--- src/rtl/clk_div_pkg.sv ---
`default_nettype none
// +--------------------------------------------------------------------+
// | clk_div_pkg : shared constants and helpers for clk_div_multi        |
// | Rev 1.0                                                             |
// +--------------------------------------------------------------------+
package clk_div_pkg;

    localparam int MIN_DIV   = 2;
    localparam int DEF_CNT_W = 16;

    typedef logic [DEF_CNT_W-1:0] div_t;

    function automatic div_t half(input div_t div);
        return div >> 1;
    endfunction

endpackage
`default_nettype wire

--- src/rtl/clk_div_ch.sv ---
`default_nettype none
// +--------------------------------------------------------------------+
// | clk_div_ch : one divider channel (counter, pending divisor, ticks)  |
// | Optional: CLK_DIV_DUTY50_EN adds a negedge stage for 50% odd duty   |
// | Rev 1.0                                                             |
// +--------------------------------------------------------------------+
module clk_div_ch #(
    parameter int CNT_W   = 16,
    parameter int RST_DIV = 2
) (
    input  logic             clk_in,
    input  logic             rst_n,
    input  logic             en,
    input  logic             wr,
    input  logic [CNT_W-1:0] wr_val,
    output logic             pend,
    output logic             clk_out,
    output logic             rise_tick,
    output logic             fall_tick
);

    logic [CNT_W-1:0] r_cnt;
    logic [CNT_W-1:0] r_div;
    logic [CNT_W-1:0] r_pend_val;
    logic             r_pend;
    logic             r_clk;
    logic             r_rise;
    logic             r_fall;

    logic [CNT_W-1:0] w_half;
    logic [CNT_W-1:0] w_cnt_next;
    logic             w_wrap;

    assign w_half     = r_div >> 1;
    assign w_wrap     = (r_cnt == r_div - CNT_W'(1));
    assign w_cnt_next = w_wrap ? '0 : r_cnt + CNT_W'(1);

    always_ff @(posedge clk_in or negedge rst_n) begin
        if (!rst_n) begin
            r_cnt      <= '0;
            r_div      <= CNT_W'(RST_DIV);
            r_pend_val <= '0;
            r_pend     <= 1'b0;
            r_clk      <= 1'b0;
            r_rise     <= 1'b0;
            r_fall     <= 1'b0;
        end else begin
            if (en) begin
                r_cnt  <= w_cnt_next;
                r_clk  <= (w_cnt_next >= w_half);
                r_rise <= (w_cnt_next == w_half);
                r_fall <= (w_cnt_next == '0) && r_clk;
            end else begin
                r_cnt  <= '0;
                r_clk  <= 1'b0;
                r_rise <= 1'b0;
                r_fall <= r_clk;
            end
            // Swap divisor only where the counter restarts, so no runt pulse.
            if (r_pend && (w_wrap || !en)) begin
                r_div  <= r_pend_val;
                r_pend <= 1'b0;
            end
            if (wr) begin
                r_pend_val <= wr_val;
                r_pend     <= 1'b1;
            end
        end
    end

`ifdef CLK_DIV_DUTY50_EN
    logic r_neg;

    always_ff @(negedge clk_in or negedge rst_n) begin
        if (!rst_n) r_neg <= 1'b0;
        else        r_neg <= r_clk;
    end

    // Odd divisors: delay the rise by half a cycle, keep the posedge fall.
    assign clk_out = r_div[0] ? (r_clk & r_neg) : r_clk;
`else
    assign clk_out = r_clk;
`endif

    assign pend      = r_pend;
    assign rise_tick = r_rise;
    assign fall_tick = r_fall;

endmodule
`default_nettype wire

--- src/rtl/clk_div_multi.sv ---
`default_nettype none
// +--------------------------------------------------------------------+
// | clk_div_multi : multi-channel programmable glitch-free divider      |
// | Optional: CLK_DIV_DUTY50_EN gives 50% duty on odd divisors          |
// | Rev 1.0                                                             |
// +--------------------------------------------------------------------+
module clk_div_multi
    import clk_div_pkg::*;
#(
    parameter  int NUM_CH  = 2,
    parameter  int CNT_W   = DEF_CNT_W,
    parameter  int RST_DIV = 2,
    localparam int CH_W    = (NUM_CH > 1) ? $clog2(NUM_CH) : 1
) (
    input  logic              clk_in,
    input  logic              rst_n,
    input  logic [NUM_CH-1:0] en,
    input  logic              div_wr,
    input  logic [CH_W-1:0]   div_ch,
    input  logic [CNT_W-1:0]  div_val,
    output logic              div_err,
    output logic [NUM_CH-1:0] div_pend,
    output logic [NUM_CH-1:0] clk_out,
    output logic [NUM_CH-1:0] rise_tick,
    output logic [NUM_CH-1:0] fall_tick
);

    logic r_err;
    logic w_reject;
    logic w_wr_ok;

    assign w_reject = (div_val < CNT_W'(MIN_DIV)) || (int'(div_ch) >= NUM_CH);
    assign w_wr_ok  = div_wr && !w_reject;

    always_ff @(posedge clk_in or negedge rst_n) begin
        if (!rst_n) r_err <= 1'b0;
        else        r_err <= div_wr && w_reject;
    end

    assign div_err = r_err;

    for (genvar i = 0; i < NUM_CH; i++) begin : g_ch
        clk_div_ch #(
            .CNT_W   (CNT_W),
            .RST_DIV (RST_DIV)
        ) u_ch (
            .clk_in    (clk_in),
            .rst_n     (rst_n),
            .en        (en[i]),
            .wr        (w_wr_ok && (int'(div_ch) == i)),
            .wr_val    (div_val),
            .pend      (div_pend[i]),
            .clk_out   (clk_out[i]),
            .rise_tick (rise_tick[i]),
            .fall_tick (fall_tick[i])
        );
    end

endmodule
`default_nettype wire

--- config.mk ---
export PLATFORM = sky130hd
export DESIGN_NAME = clk_div_multi
export DESIGN_NICKNAME = d
export VERILOG_FILES = /design/src/rtl/clk_div_pkg.sv /design/src/rtl/clk_div_ch.sv /design/src/rtl/clk_div_multi.sv
export SDC_FILE = /design/constraint.sdc
export NUM_CORES = 1
export LEC_CHECK = 0
export ABC_AREA = 1
export CAP_MARGIN = 30
export CORE_MARGIN = 8
export CORE_UTILIZATION = 61
export DETAILED_ROUTE_END_ITERATION = 8
export HOLD_SLACK_MARGIN = 0.05
export PLACE_DENSITY_LB_ADDON = 0.25
export REMOVE_ABC_BUFFERS = 1
export SYNTH_ARGS = -nofsm -noshare
export SYNTH_HDL_FRONTEND = slang
export SYNTH_HIERARCHICAL = 1
export SYNTH_SLANG_ARGS = --single-unit
--- constraint.sdc ---
create_clock -name clk_in -period 4 [get_ports clk_in]
set_input_delay 0.6 -clock clk_in [delete_from_list [all_inputs] [get_ports clk_in]]
set_output_delay 0.6 -clock clk_in [all_outputs]
set_load 0.01 [all_outputs]
==> metrics.txt <==
vias 5,736; Die Y 121 um; Routed met3 length 1120 um; cell family with most CP delay simple AND/OR/NAND/NOR gates; GPL Wtd Cong 0.999; GRT Overall Usage 21.8%; CTS clk-pin slew, worst paths 0.10 ns; vias in the first global route 5,364; total inserted antenna cells 0; RR Endpoint g_ch[0].u_ch/clk_out; first-pass GRT wire length 25,500 um; gr ovfl total 0; Ys Warns 6; clk_lat worst skew 0.37 ns; P per Cell Area 398 nW/um2; # DRC 0; CP max stage delay 0.59 ns; die area 14,600 um2; peak supply drop 233 uV; met1 wire length 7700 um; Distinct cells, synth 33; post-DP HPWL 12,200 um; crit path launch type flip-flop; sequential share of the synthesized area 39.3%; # Max-Cap Violations 0; nets 1,003; max-slew violations 0; CTS Hold Buffers Added 0; PortBufs 30; Starting Density 62.2%; Via density 5.24; EDFF count, synth 0; clk sink count 105; worst path cell trace inv_1 > ha_1 > nand2_1 > inv_1 > nor3_1 > nand3_1 > nor3_2 > nand2_2 > nand3_1 > inv_1 > ha_1 > a21oi_1 > nor2_1 > a211oi_1 > o2111ai_1 > nor2_1 > a21oi_1; Top-Level Pins 31; Crit path buffers/inverters 3; row count 38; CP Depth 17; H-tree levels 3; clk root buf clkbuf_8; Die W 121 um; initial antenna violation count 0; largest net degree at the start of global routing 44; Worst Hold Class in -> async; Least-Margin Pin Slew 0.582 ns; clock buffer count from CTS 9; Reg2Reg Depth 17; met2 layer wire length in the routed design 6390 um; WHS 0.190 ns; CTS tree yes; RSZ-0062 raised after global routing no; Post-CTS Resized 0; Core Area 10,700 um2; Hold Fails Final Rpt 0; CP dominant cell by count inv_1; status complete, no violations; DR top layer met4; Initial DRT Pass Iterations 5; Setup crit start g_ch[0].u_ch/r_div[1]; Netlist Area Pre-Place 6690 um2; Max Freq 0.301 GHz; Min Clock Period, post-route 3.32 ns; layout cells sized above 1 6.81%; Area Growth Syn to Fin 9.40%; Slew headroom 61.1%; setup TNS 0 ns; reg-to-reg setup timing slack 0.68 ns; wire per inst 14.0 um; CP arrival 3.56 ns; Synth Flop Type dfrtp_1; slowest stage cell, crit path dfstp_2; DRT Wirelength 15,400 um; deepest clock path buffer count 2; Final ANT Viol Nets 0; Worst EP required 4.24 ns; CP endpoint kind flip-flop; post-CTS repair timing setup buffer count 0; # setup viols final 0; CP endpoint g_ch[0].u_ch/clk_out; initial DRC count 407; CP Max Fanout 14; Worst Setup Path Type reg -> reg; Final Skew 0.0127 ns; Syn Inst Count 920; leakage 3.88 nW; Worst R2R Start g_ch[0].u_ch/r_div[1]; period utilization 83.1%; Post-synth ARST share 100%; FF+latch count, synth 105; syn_area_per_cell 7.27 um2; Pwr Total 2.91 mW
[power by group]
part	internal [mW]	switching, mW
Sequential	1.18	0.140
Clock	0.302	0.377
Combinational	0.335	0.577
[synth_stat cells, drive strengths merged (8+ instances only)]
cell type	n	share of area, %
xor2	24	3.1
nand3b	8	1.0
nand2	286	17
a21oi	8	0.60
clkbuf	8	0.45
nand3	56	4.2
nand4	16	1.5
xnor2	20	2.6
o21ai	48	3.6
inv	127	7.1
nor2	144	9.8
nor3	10	0.90
ha	32	6.0
buf	8	0.79
dfrtp	103	39
[through the flow]
step	instance area [um2]	instances	util (%)	setup slack [ns]
global placement	7110	1078	66.1	0.742
detailed placement	7110	1078	66.1	0.712
finish	7310	1094	68.1	0.678
floorplan	6600	904	-	1.18
global route	7310	1094	68.1	0.384
CTS	7310	1094	68.1	0.694
[worst min-delay path by stage]
stage / slack [ns] / end / cells after the start
global route: 0.20 / g_ch[0].u_ch/r_div[10] / 1
finish: 0.19 / g_ch[0].u_ch/r_div[10] / 1
detailed placement: 0.46 / g_ch[1].u_ch/r_pend_val[8] / 2
global placement: 0.45 / g_ch[0].u_ch/r_pend_val[11] / 2
floorplan: 0.30 / div_err / 0
CTS: 0.19 / g_ch[0].u_ch/r_div[10] / 1
[flip-flops by register name (all words and copies together), names as in the netlist]
signal / flops
g_ch.u_ch/r_div: 32
g_ch.u_ch/pend: 2
g_ch.u_ch/r_pend_val: 32
g_ch.u_ch/fall_tick: 2
g_ch.u_ch/r_cnt: 32
g_ch.u_ch/clk_out: 2
div_err: 1
g_ch.u_ch/rise_tick: 2
[routing by layer]
metal / track usage, % / up-vias
met4: 5.70 / 0
met5: 0 / -
met3: 4.29 / 20
met1: 32.3 / 2614
li1: - / 2926
met2: 31.8 / 176
[cell usage in the layout (no fill, tap or decap), types with 5 or more instances in the layout]
| master | n |
|---|---|
| xor2_1 | 24 |
| buf_4 | 5 |
| nor3_1 | 8 |
| dfrtp_1 | 103 |
| xnor2_1 | 20 |
| nand2_4 | 6 |
| nor2_1 | 124 |
| nand3_1 | 56 |
| clkbuf_8 | 9 |
| nor2_2 | 10 |
| nand4_1 | 16 |
| nand2_1 | 276 |
| nor2_4 | 8 |
| nand3b_1 | 6 |
| inv_1 | 123 |
| ha_1 | 32 |
| clkdlybuf4s50_1 | 29 |
| o21ai_0 | 48 |
| a21oi_1 | 8 |
[cells by family (layout without fill, tap and decap cells)]
group,Yosys count,in the layout,synth area share (%)
buf+inv,147,181,8.63
fa+ha+maj,32,32,5.99
compound gates,68,68,5.58
flops,105,105,39.3
simple gates,524,524,34.7
xor+xnor,44,44,5.76
[layout make-up]
type,count,area [um2]
flip-flops and latches,105,2630
clock buffers,9,124
fillers,949,3430
inverters,131,494
clock inverters,7,83.8
multi-input cells,668,3480
repair buffers,34,328
well taps,140,175
Power figures use the tool's default switching activity.
